### src/rtl/me_pkg.sv
// rtl/me_pkg.sv - shared block geometry and loader FSM states for the ME current-block path
package me_pkg;

  localparam int BLK_SIZE = 16;
  localparam int PIX_W    = 8;
  localparam int WPR      = BLK_SIZE / 4;
  localparam int WPB      = BLK_SIZE * BLK_SIZE / 4;
  localparam int ROW_W    = BLK_SIZE * PIX_W;
  localparam int AW       = $clog2(WPB);
  localparam int RW       = $clog2(BLK_SIZE);
  localparam int CW       = (WPR > 1) ? $clog2(WPR) : 1;

  typedef enum logic [1:0] {
    IDLE  = 2'd0,
    RUN   = 2'd1,
    FLUSH = 2'd2
  } state_t;

  // Row that word k of a block lands in.
  function automatic logic [RW-1:0] word_row(input logic [AW-1:0] k);
    return RW'(k / AW'(WPR));
  endfunction

  // 32-bit slot within the row that word k of a block lands in.
  function automatic logic [CW-1:0] word_col(input logic [AW-1:0] k);
    return CW'(k % AW'(WPR));
  endfunction

endpackage

### src/rtl/cur_blk_bank.sv
// rtl/cur_blk_bank.sv - one BLK_SIZE x BLK_SIZE pixel bank, word write port, row read port
module cur_blk_bank
  import me_pkg::*;
(
  input  logic             clk,
  input  logic             we,
  input  logic [AW-1:0]    waddr,
  input  logic [31:0]      wdata,
  input  logic [RW-1:0]    raddr,
  output logic [ROW_W-1:0] rdata
);

  logic [ROW_W-1:0] mem [BLK_SIZE];

  // Each memory word fills four adjacent pixels of one row; contents need no reset.
  always_ff @(posedge clk) begin
    if (we) begin
      mem[word_row(waddr)][32*word_col(waddr) +: 32] <= wdata;
    end
  end

  assign rdata = mem[raddr];

endmodule

### src/rtl/cur_blk_loader.sv
// rtl/cur_blk_loader.sv - ping-pong current-block loader feeding the ME array one row per beat
module cur_blk_loader
  import me_pkg::*;
#(
  parameter  int NUM_BLK = 8160,
  localparam int BW      = $clog2(NUM_BLK + 1)
) (
  input  logic                      clk,
  input  logic                      rst,
  input  logic                      start,
  output logic                      busy,
  output logic                      read_en,
  input  logic [31:0]               cur_data,
  output logic                      out_valid,
  input  logic                      out_ready,
  output logic [BLK_SIZE*PIX_W-1:0] out_row,
  output logic                      out_last,
  output logic [BW-1:0]             out_blk_idx,
  output logic                      frame_done
);

  state_t           state;
  logic [1:0]       full;
  logic             wr_bank;
  logic             rd_bank;
  logic [AW-1:0]    word_cnt;
  logic [RW-1:0]    rd_row;
  logic [BW-1:0]    blk_loaded;
  logic [BW-1:0]    blk_sent;
  logic [ROW_W-1:0] row0;
  logic [ROW_W-1:0] row1;
  logic             load_done;
  logic             drain;
  logic             drain_done;

  // Loading stalls only on a full target bank; data never gates the strobe.
  assign read_en    = (state == RUN) && !full[wr_bank];
  assign load_done  = read_en && (word_cnt == AW'(WPB - 1));

  assign out_valid  = full[rd_bank];
  assign drain      = out_valid && out_ready;
  assign out_last   = out_valid && (rd_row == RW'(BLK_SIZE - 1));
  assign drain_done = drain && out_last;
  assign out_blk_idx = blk_sent;
  // Gate with valid so an empty buffer presents zeros rather than stale pixels.
  assign out_row    = out_valid ? (rd_bank ? row1 : row0) : '0;

  cur_blk_bank u_bank0 (
    .clk   (clk),
    .we    (read_en && !wr_bank),
    .waddr (word_cnt),
    .wdata (cur_data),
    .raddr (rd_row),
    .rdata (row0)
  );

  cur_blk_bank u_bank1 (
    .clk   (clk),
    .we    (read_en && wr_bank),
    .waddr (word_cnt),
    .wdata (cur_data),
    .raddr (rd_row),
    .rdata (row1)
  );

  // Frame FSM plus load/drain bookkeeping; set and clear of full[] always target different banks.
  always_ff @(posedge clk or negedge rst) begin
    if (!rst) begin
      state      <= IDLE;
      busy       <= 1'b0;
      frame_done <= 1'b0;
      full       <= 2'b00;
      wr_bank    <= 1'b0;
      rd_bank    <= 1'b0;
      word_cnt   <= '0;
      rd_row     <= '0;
      blk_loaded <= '0;
      blk_sent   <= '0;
    end else begin
      frame_done <= 1'b0;
      if (frame_done) begin
        busy <= 1'b0;
      end

      case (state)
        IDLE: begin
          if (start && !busy) begin
            state <= RUN;
            busy  <= 1'b1;
          end
        end
        RUN: begin
          // Leave RUN on the final word itself so no read is issued past the frame.
          if (load_done && (blk_loaded == BW'(NUM_BLK - 1))) begin
            state <= FLUSH;
          end
        end
        FLUSH: begin
          if (drain_done && (blk_sent == BW'(NUM_BLK - 1))) begin
            state      <= IDLE;
            frame_done <= 1'b1;
          end
        end
        default: state <= IDLE;
      endcase

      if (read_en) begin
        if (load_done) begin
          full[wr_bank] <= 1'b1;
          wr_bank       <= ~wr_bank;
          word_cnt      <= '0;
          blk_loaded    <= (blk_loaded == BW'(NUM_BLK - 1)) ? '0 : blk_loaded + 1'b1;
        end else begin
          word_cnt <= word_cnt + 1'b1;
        end
      end

      if (drain) begin
        if (out_last) begin
          full[rd_bank] <= 1'b0;
          rd_bank       <= ~rd_bank;
          rd_row        <= '0;
          blk_sent      <= (blk_sent == BW'(NUM_BLK - 1)) ? '0 : blk_sent + 1'b1;
        end else begin
          rd_row <= rd_row + 1'b1;
        end
      end
    end
  end

endmodule

### config.mk
export PLATFORM = sky130hd
export DESIGN_NAME = cur_blk_loader
export DESIGN_NICKNAME = d
export VERILOG_FILES = /design/src/rtl/me_pkg.sv /design/src/rtl/cur_blk_bank.sv /design/src/rtl/cur_blk_loader.sv
export SDC_FILE = /design/constraint.sdc
export NUM_CORES = 2
export LEC_CHECK = 0
export CORE_MARGIN = 4
export CORE_UTILIZATION = 50
export DETAILED_ROUTE_END_ITERATION = 7
export GPL_TIMING_DRIVEN = 0
export HOLD_SLACK_MARGIN = 0.08
export PLACE_DENSITY = 0.68
export SYNTH_ARGS = -nofsm -noshare
export SYNTH_HDL_FRONTEND = slang
export SYNTH_SLANG_ARGS = --single-unit
### constraint.sdc
create_clock -name clk -period 3.2 [get_ports clk]
set_clock_uncertainty 0.05 [all_clocks]
set_input_delay 0.64 -clock clk [delete_from_list [all_inputs] [get_ports clk]]
set_output_delay 0.64 -clock clk [all_outputs]
set_load 0.05 [all_outputs]
== Yosys cells after proc, flatten, opt, wreduce, memory -nomap -nowiden ==
Memories as Yosys holds them, arrays and structs flattened.
Cells that the tools add are included.

* $add $sub $neg: 5
* $lt $le $gt $ge: 4
* Equal/unequal tests: 9
* Shift operators: 2
* Muxes and demuxes: 31
* Bitwise gates (word level): 5
* Reduce and logical (&&, ||, !) cells: 19

{| class="wikitable"
|+ Operators with widths
! kind !! number
|-
| two-way mux 128 bit || 4
|-
| variable shift 32 x 34 -> 128 bit, first input constant || 1
|-
| variable part select 32 x 34 -> 128 bit || 1
|-
| negation 7 -> 34 bit || 1
|-
| adder 13 x 1 -> 13 bit, second input constant || 2
|-
| == test 13 bit, second input constant || 2
|-
| two-way mux 13 bit || 2
|-
| two-way mux 2 bit || 7
|-
| two-way mux 1 bit || 13
|-
| logical AND 1 bit || 12
|-
| adder 6 x 1 -> 6 bit, second input constant || 1
|-
| == test 6 bit, second input constant || 1
|-
| two-way mux 6 bit || 1
|-
| one-hot mux 2 bit (3 select lines) || 1
|-
| adder 4 x 1 -> 4 bit, second input constant || 1
|-
| == test 4 bit, second input constant || 1
|-
| < comparator 1 x 2 -> 1 bit, second input constant || 2
|-
| two-way mux 4 bit || 1
|-
| inequality test 2 bit, second input constant || 2
|-
| AND reduction 2 bit || 2
|-
| logical NOT 1 bit || 3
|-
| AND reduction 3 bit || 1
|-
| bitwise AND 2 bit || 1
|-
| demux 1 bit (select 1 bit) || 2
|-
| 8 further kinds || 10
|}

* Flip-flop bits (word level): 44
* Bits in writable memories: 4096
* Input port bits: 36
* Output and inout bits: 146
* Memories: 2

{| class="wikitable"
|+ Memories
! name !! words !! bits a word !! rd ports !! clocked after Yosys merged registers in !! write ports !! line !! text
|-
| u_bank0.mem || 16 || 128 || 1 || 0 || 1 || cur_blk_bank.sv:13 || <nowiki>logic [ROW_W-1:0] mem [BLK_SIZE];</nowiki>
|-
| u_bank1.mem || 16 || 128 || 1 || 0 || 1 || cur_blk_bank.sv:13 ||
|}

== Longest topological paths before layout ==
* Word-level depth: 10
* Depth in mapped cells: 8
* Depth with buffers taken out: 5

== Hierarchy ==
A second synthesis with hierarchy kept.

* Cell total of the unflattened synthesis: 7046
* Area, all modules: 161069.5 µm²

{| class="wikitable"
|+ By module, submodules not included
! module !! instances !! cells each !! area an instance (µm²) !! seq. area each (µm²)
|-
| cur_blk_bank (u_bank0) || 1 || 3288 || 78614.1 || 61499.0
|-
| cur_blk_bank (u_bank1) || 1 || 3241 || 78266.3 || 61499.0
|-
| cur_blk_loader || 1 || 517 || 4189.0 || 1101.1
|}

== Worst setup path after synthesis ==
OpenSTA, ideal clock, no wires.

* Path type: register to register
* From: reg wr_bank
* To: mem u_bank1.mem[11][0] (netlist bit), enable pin
* Library setup time: 0.421 ns
* Arrival time: 3.735 ns
* Setup slack: -1.006 ns
* Cell stages (with the launch flop): 7
* Buffers on the path: 2
* Clock period less this slack: 4.206 ns
* Cell sequence: dfrtp_1 buf_2 mux2_2 nor2_1 nand3_1 clkbuf_1 nor2_1

* Cells in the longest elaborated chain, start to end: 7

{| class="wikitable"
|+ RTL lines
! what !! line !! text
|-
| start, declared || cur_blk_loader.sv:24 || <nowiki>logic wr_bank;</nowiki>
|-
| start signal, assigned || cur_blk_loader.sv:110 || <nowiki>wr_bank <= ~wr_bank;</nowiki>
|-
| two-way mux 1 bit (implied by the code) (2 in series) || cur_blk_loader.sv:37 || <nowiki>assign read_en = (state == RUN) && !full[wr_bank];</nowiki>
|-
| logical NOT 1 bit || cur_blk_loader.sv:37 ||
|-
| logical AND 1 bit || cur_blk_loader.sv:37 ||
|-
| via read_en || cur_blk_loader.sv:12 || <nowiki>output logic read_en,</nowiki>
|-
| logical AND 1 bit || cur_blk_loader.sv:59 || <nowiki>.we (read_en && wr_bank),</nowiki>
|-
| two-way mux 1 bit || cur_blk_bank.sv:17 || <nowiki>if (we) begin</nowiki>
|-
| two-way mux 128 bit (implied by the code) || cur_blk_bank.sv:18 || <nowiki>mem[word_row(waddr)][32*word_col(waddr) +: 32] <= wdata;</nowiki>
|-
| end, declared || cur_blk_bank.sv:13 ||
|}

The timed path passes the listed nets, and every way through them passes these cells. The select of a mux whose other input is x is not followed.

== Worst setup path in the final report ==
* From: reg rd_row[1]
* To: out out_row[125]

* Cells in the longest elaborated chain, start to end: 3
* Elaborated cells between the ends (all ways): 4

{| class="wikitable"
|+ RTL lines
! what !! line !! text
|-
| start, declared || cur_blk_loader.sv:27 || <nowiki>logic [RW-1:0] rd_row;</nowiki>
|-
| start signal, assigned || cur_blk_loader.sv:125 || <nowiki>rd_row <= rd_row + 1'b1;</nowiki>
|-
| memory (16 x 128 bit) || n/a ||
|-
| two-way mux 128 bit (*) (2 in series) || cur_blk_loader.sv:46 || <nowiki>assign out_row = out_valid ? (rd_bank ? row1 : row0) : '0;</nowiki>
|-
| end, declared || cur_blk_loader.sv:16 || <nowiki>output logic [BLK_SIZE*PIX_W-1:0] out_row,</nowiki>
|}

Mark *: on every way between the ends. The rest lies on a longest branch, timed or not.

==> summary.log <==
[synthesis] Unique masters post-synth 52
[synthesis] Syn Nets 8,152
[die] horizontal extent of the die 571 um
[layout] Fillers 22.2k
[sta] worst-margin pin slew 1.51 ns
[critical_path] Arrival @ worst endpoint 3.76 ns
[sta] final hold violation count 0
[synthesis] post-synthesis sequential element count 4,140
[critical_path] data required time at the worst endpoint 2.51 ns
[power] leakage power 57.1 nW
[synthesis] Avg Inst Size Synth 19.6 um2
[die] DIE AREA 0.326 mm2
[synthesis] number of enable flip-flop cells after synthesis 4,096
[power] part of the total power dissipated in combinational logic 0.157
[critical_path] Critical R2R Launch state[0]$_DFFE_PN0P_
[clocking] Max Buffers Root-to-Sink 4
[placed_design] number of input and output port buffers inserted 181
[layout] top library cells by usage in the layout, fill and taps aside 4,096 x sky130_fd_sc_hd__edfxtp_1, 1,217 x sky130_fd_sc_hd__mux2i_1, 424 x sky130_fd_sc_hd__clkbuf_16, 418 x sky130_fd_sc_hd__mux4_2, 334 x sky130_fd_sc_hd__o22ai_1
[die] number of cell rows 206
[clocking] clk slew on worst S/H paths 0.06 ns
[critical_path] crit start category flip-flop
[power] power density over the cells 716 mW/mm2
[clocking] H-Tree Depth 5
[outcome] violations in the final reports max-capacitance violations, max-slew violations, negative setup slack
[routing] DR DRC count 0
[routing] Post-DRT Antenna Nets 0
[critical_path] CP Class flip-flop to output port
[power] share of total power in sequential cells 0.498
[routing] 1st-iter DRT viols 11.8k
[power] total power draw 0.134 W
[sta] final critical-path setup slack -1.25 ns
[synthesis] fraction of synthesis flops using an asynchronous set or reset pin 0.0106
[worst_hold_path] class of the worst hold path input port to asynchronous set/reset pin
[synthesis] Synth area leader sky130_fd_sc_hd__edfxtp_1
[critical_path] startpoint of the worst setup timing path rd_row[1]$_DFFE_PN0N_
[clocking] TritonCTS clock tree yes
[power] net switching power 0.0350 W
[sta] Worst Hold Margin 0.156 ns
[sta] number of setup violations in the final report 7,292
[critical_path] sort of element at the end of the critical path output port
[die] height of the chip 571 um
[job] number of maximum-capacitance violations 1
[layout] layout cells sized above 1 0.226
[synthesis] largest cells by area after synthesis sky130_fd_sc_hd__edfxtp_1 78%, sky130_fd_sc_hd__mux2i_1 7.7%, sky130_fd_sc_hd__mux4_2 5.9%
[global_route] GRT Residual Overflow 0
[layout] commonest non-fill, non-tap cell in the layout sky130_fd_sc_hd__edfxtp_1
[clocking] clock sink count 4,140
[global_route] vias in the first global route 83.9k
[synthesis] Syn Std Cell Area 0.159 mm2
[critical_path] top fanout value on the critical path 10
[global_route] largest net degree at the start of global routing 35
[synthesis] cells after synthesis 8,108
[clocking] later-pin clock latency in the skew report 0.96 ns
[sta] tightest slew margin relative to the limit -0.00758
[sta] period utilization 1.39
[critical_path] cells on worst reg2reg path 6
[synthesis] sequential cell area fraction in the yosys report 0.782
[global_route] initial antenna violation count 46
[global_route] overall global routing resource usage 0.278
[layout] Area growth, synth to finish 17.6%
[sta] final period demand of the worst path 4.45 ns
[outcome] result of the run finished with violations
[die] core area 0.315 mm2
[clocking] clock buffer count from CTS 404
[routing] routed len/inst 34.5 um
[sta] final-report max-slew violation count 18
[routing] via count 86.7k
[power] Internal Pwr Total 0.0986 W
[routing] count of TritonRoute iterations in the first routing pass 6
[sta] setup repair after global routing missed its margin yes
[synthesis] dominant register cell in the synthesized netlist sky130_fd_sc_hd__edfxtp_1
[power] proportion of total power due to net switching 0.262
[routing] vias per cell 6.44
[synthesis] warning count from the yosys run 0
[placed_design] Detail Placement HPWL 310 mm
[clocking] Root Driver sky130_fd_sc_hd__clkbuf_16
[power] maximum resistive drop on vdd 582 uV
[global_route] wire length of the first global-routing pass 636 mm
[synthesis] share of the synthesized area in the top cell type 0.775
[die] io pins 182
[die] Initial Utilization 0.503
[placed_design] routability congestion estimate 0.845
[power] Clock power frac 0.345
[routing] overall routed net length 465 mm
[sta] fmax 225 MHz
[layout] NumNets Final 8,947
==> sequential cells by signal (all words and copies together), names as in the netlist <==
register and flops:
word_cnt 6, u_bank1.mem 2048, frame_done 1, blk_loaded 13
wr_bank 1, rd_bank 1, state 2, rd_row 4
out_blk_idx 13, full 2, u_bank0.mem 2048, busy 1
==> worst max-delay path, cell delays in order (launching register included) <==
cell and delay [ns]:
sky130_fd_sc_hd__dfrtp_1 0.37, sky130_fd_sc_hd__clkbuf_4 0.20, sky130_fd_sc_hd__buf_8 0.20, sky130_fd_sc_hd__buf_12 0.28, sky130_fd_sc_hd__clkbuf_8 0.31, sky130_fd_sc_hd__mux4_2 0.36, sky130_fd_sc_hd__a22oi_1 0.27, sky130_fd_sc_hd__nand4_1 0.49
sky130_fd_sc_hd__buf_6 0.35
==> kinds of logic after synthesis <==
group,Yosys count,share of synthesized area
muxes,1640,0.136
adders and majority gates,8,0.000631
DFF,4140,0.782
AOI/OAI and AO/OA,905,0.0378
and+or+nand+nor,914,0.0292
xor gates and xnor gates,13,0.000718
buffers and inverters,488,0.0130
==> cell type report <==
cell class                 instances  area, um2  share of cell area
antenna                           79        198             0.00106
buffer                           473       4510              0.0242
clock buffer                     489      10600              0.0568
clock inverter                   237       2080              0.0112
inverter                          10       37.5            0.000201
multi-input combinational       3480      34300               0.184
sequential                      4140     124000               0.665
tap                             4160       5200              0.0279
timing repair buffer             394       5530              0.0296
==> Yosys cell counts, types with 4 or more instances <==
cell	number
sky130_fd_sc_hd__o31ai_1	4
sky130_fd_sc_hd__a21oi_1	9
sky130_fd_sc_hd__buf_1	28
sky130_fd_sc_hd__and2_1	133
sky130_fd_sc_hd__nand2_1	287
sky130_fd_sc_hd__dfrtp_1	44
sky130_fd_sc_hd__edfxtp_1	4096
sky130_fd_sc_hd__nand4_1	264
sky130_fd_sc_hd__nor2_1	146
sky130_fd_sc_hd__or3_1	4
sky130_fd_sc_hd__o22ai_1	351
sky130_fd_sc_hd__clkbuf_1	279
sky130_fd_sc_hd__nand3_1	28
sky130_fd_sc_hd__nor3b_1	5
sky130_fd_sc_hd__or4_1	4
sky130_fd_sc_hd__mux4_2	418
sky130_fd_sc_hd__and3_1	4
sky130_fd_sc_hd__inv_1	10
sky130_fd_sc_hd__buf_2	169
sky130_fd_sc_hd__mux2i_1	1219
sky130_fd_sc_hd__ha_1	8
sky130_fd_sc_hd__xnor2_1	11
sky130_fd_sc_hd__o21ai_0	143
sky130_fd_sc_hd__a22oi_1	384
sky130_fd_sc_hd__nor3_1	10
sky130_fd_sc_hd__nor2b_1	6
sky130_fd_sc_hd__nand3b_1	4
==> through the flow <==
stage	setup WS, ns	utilization	setup TNS, ns	std cells	instance area [um2]
6_report	-1.25	0.592	-4064.42	13500	187000
5_1_grt	-1.22	0.591	-4527.14	13400	186000
4_1_cts	-1.20	0.586	-3601.99	13300	185000
3_5_place_dp	-2.39	0.537	-3565.65	12600	169000
3_3_place_gp	-3.12	0.526	-8107.97	12400	166000
2_1_floorplan	-0.229	-	-76.94	8108	159000
==> timing repair <==
action,4_1_cts,5_1_grt
pin swaps,57,86
gates resized for setup,1555,448
setup buffers,26,47
gates cloned,4,1
endpoints found under the setup margin,6858,7523
hold buffers,2,0
hold endpoints to repair,44,0
==> power groups by stage <==
stage	registers (W)	logic (W)	clock network (W)
floorplan	0.0674	0.0109	0
global placement	0.0677	0.0172	0
detailed placement	0.0676	0.0189	0
CTS	0.0665	0.0200	0.0463
global route	0.0666	0.0220	0.0486
finish	0.0665	0.0210	0.0461
==> worst paths after layout <==
kind,slack [ns],end
worst max-delay path,-1.25,out_row[125]
worst min-delay path,0.16,out_blk_idx[1]$_DFFE_PN0P_
worst max register to register,-1.06,u_bank0.mem[14][43]$_DFFE_PP_
worst min register to register,0.45,blk_loaded[8]$_DFFE_PN0P_
max in group asynchronous,2.03,out_blk_idx[12]$_DFFE_PN0P_
min in group clk,0.27,busy$_DFF_PN0_
==> routing by layer <==
metal,GRT usage,vias up,routed length (um)
met4,0.136,18,23700
met5,0,-,340
li1,-,35000,-
met2,0.435,5347,221000
met3,0.0726,1043,51700
met1,0.364,45200,168000
No activity file was read; power rests on OpenSTA's default activity.
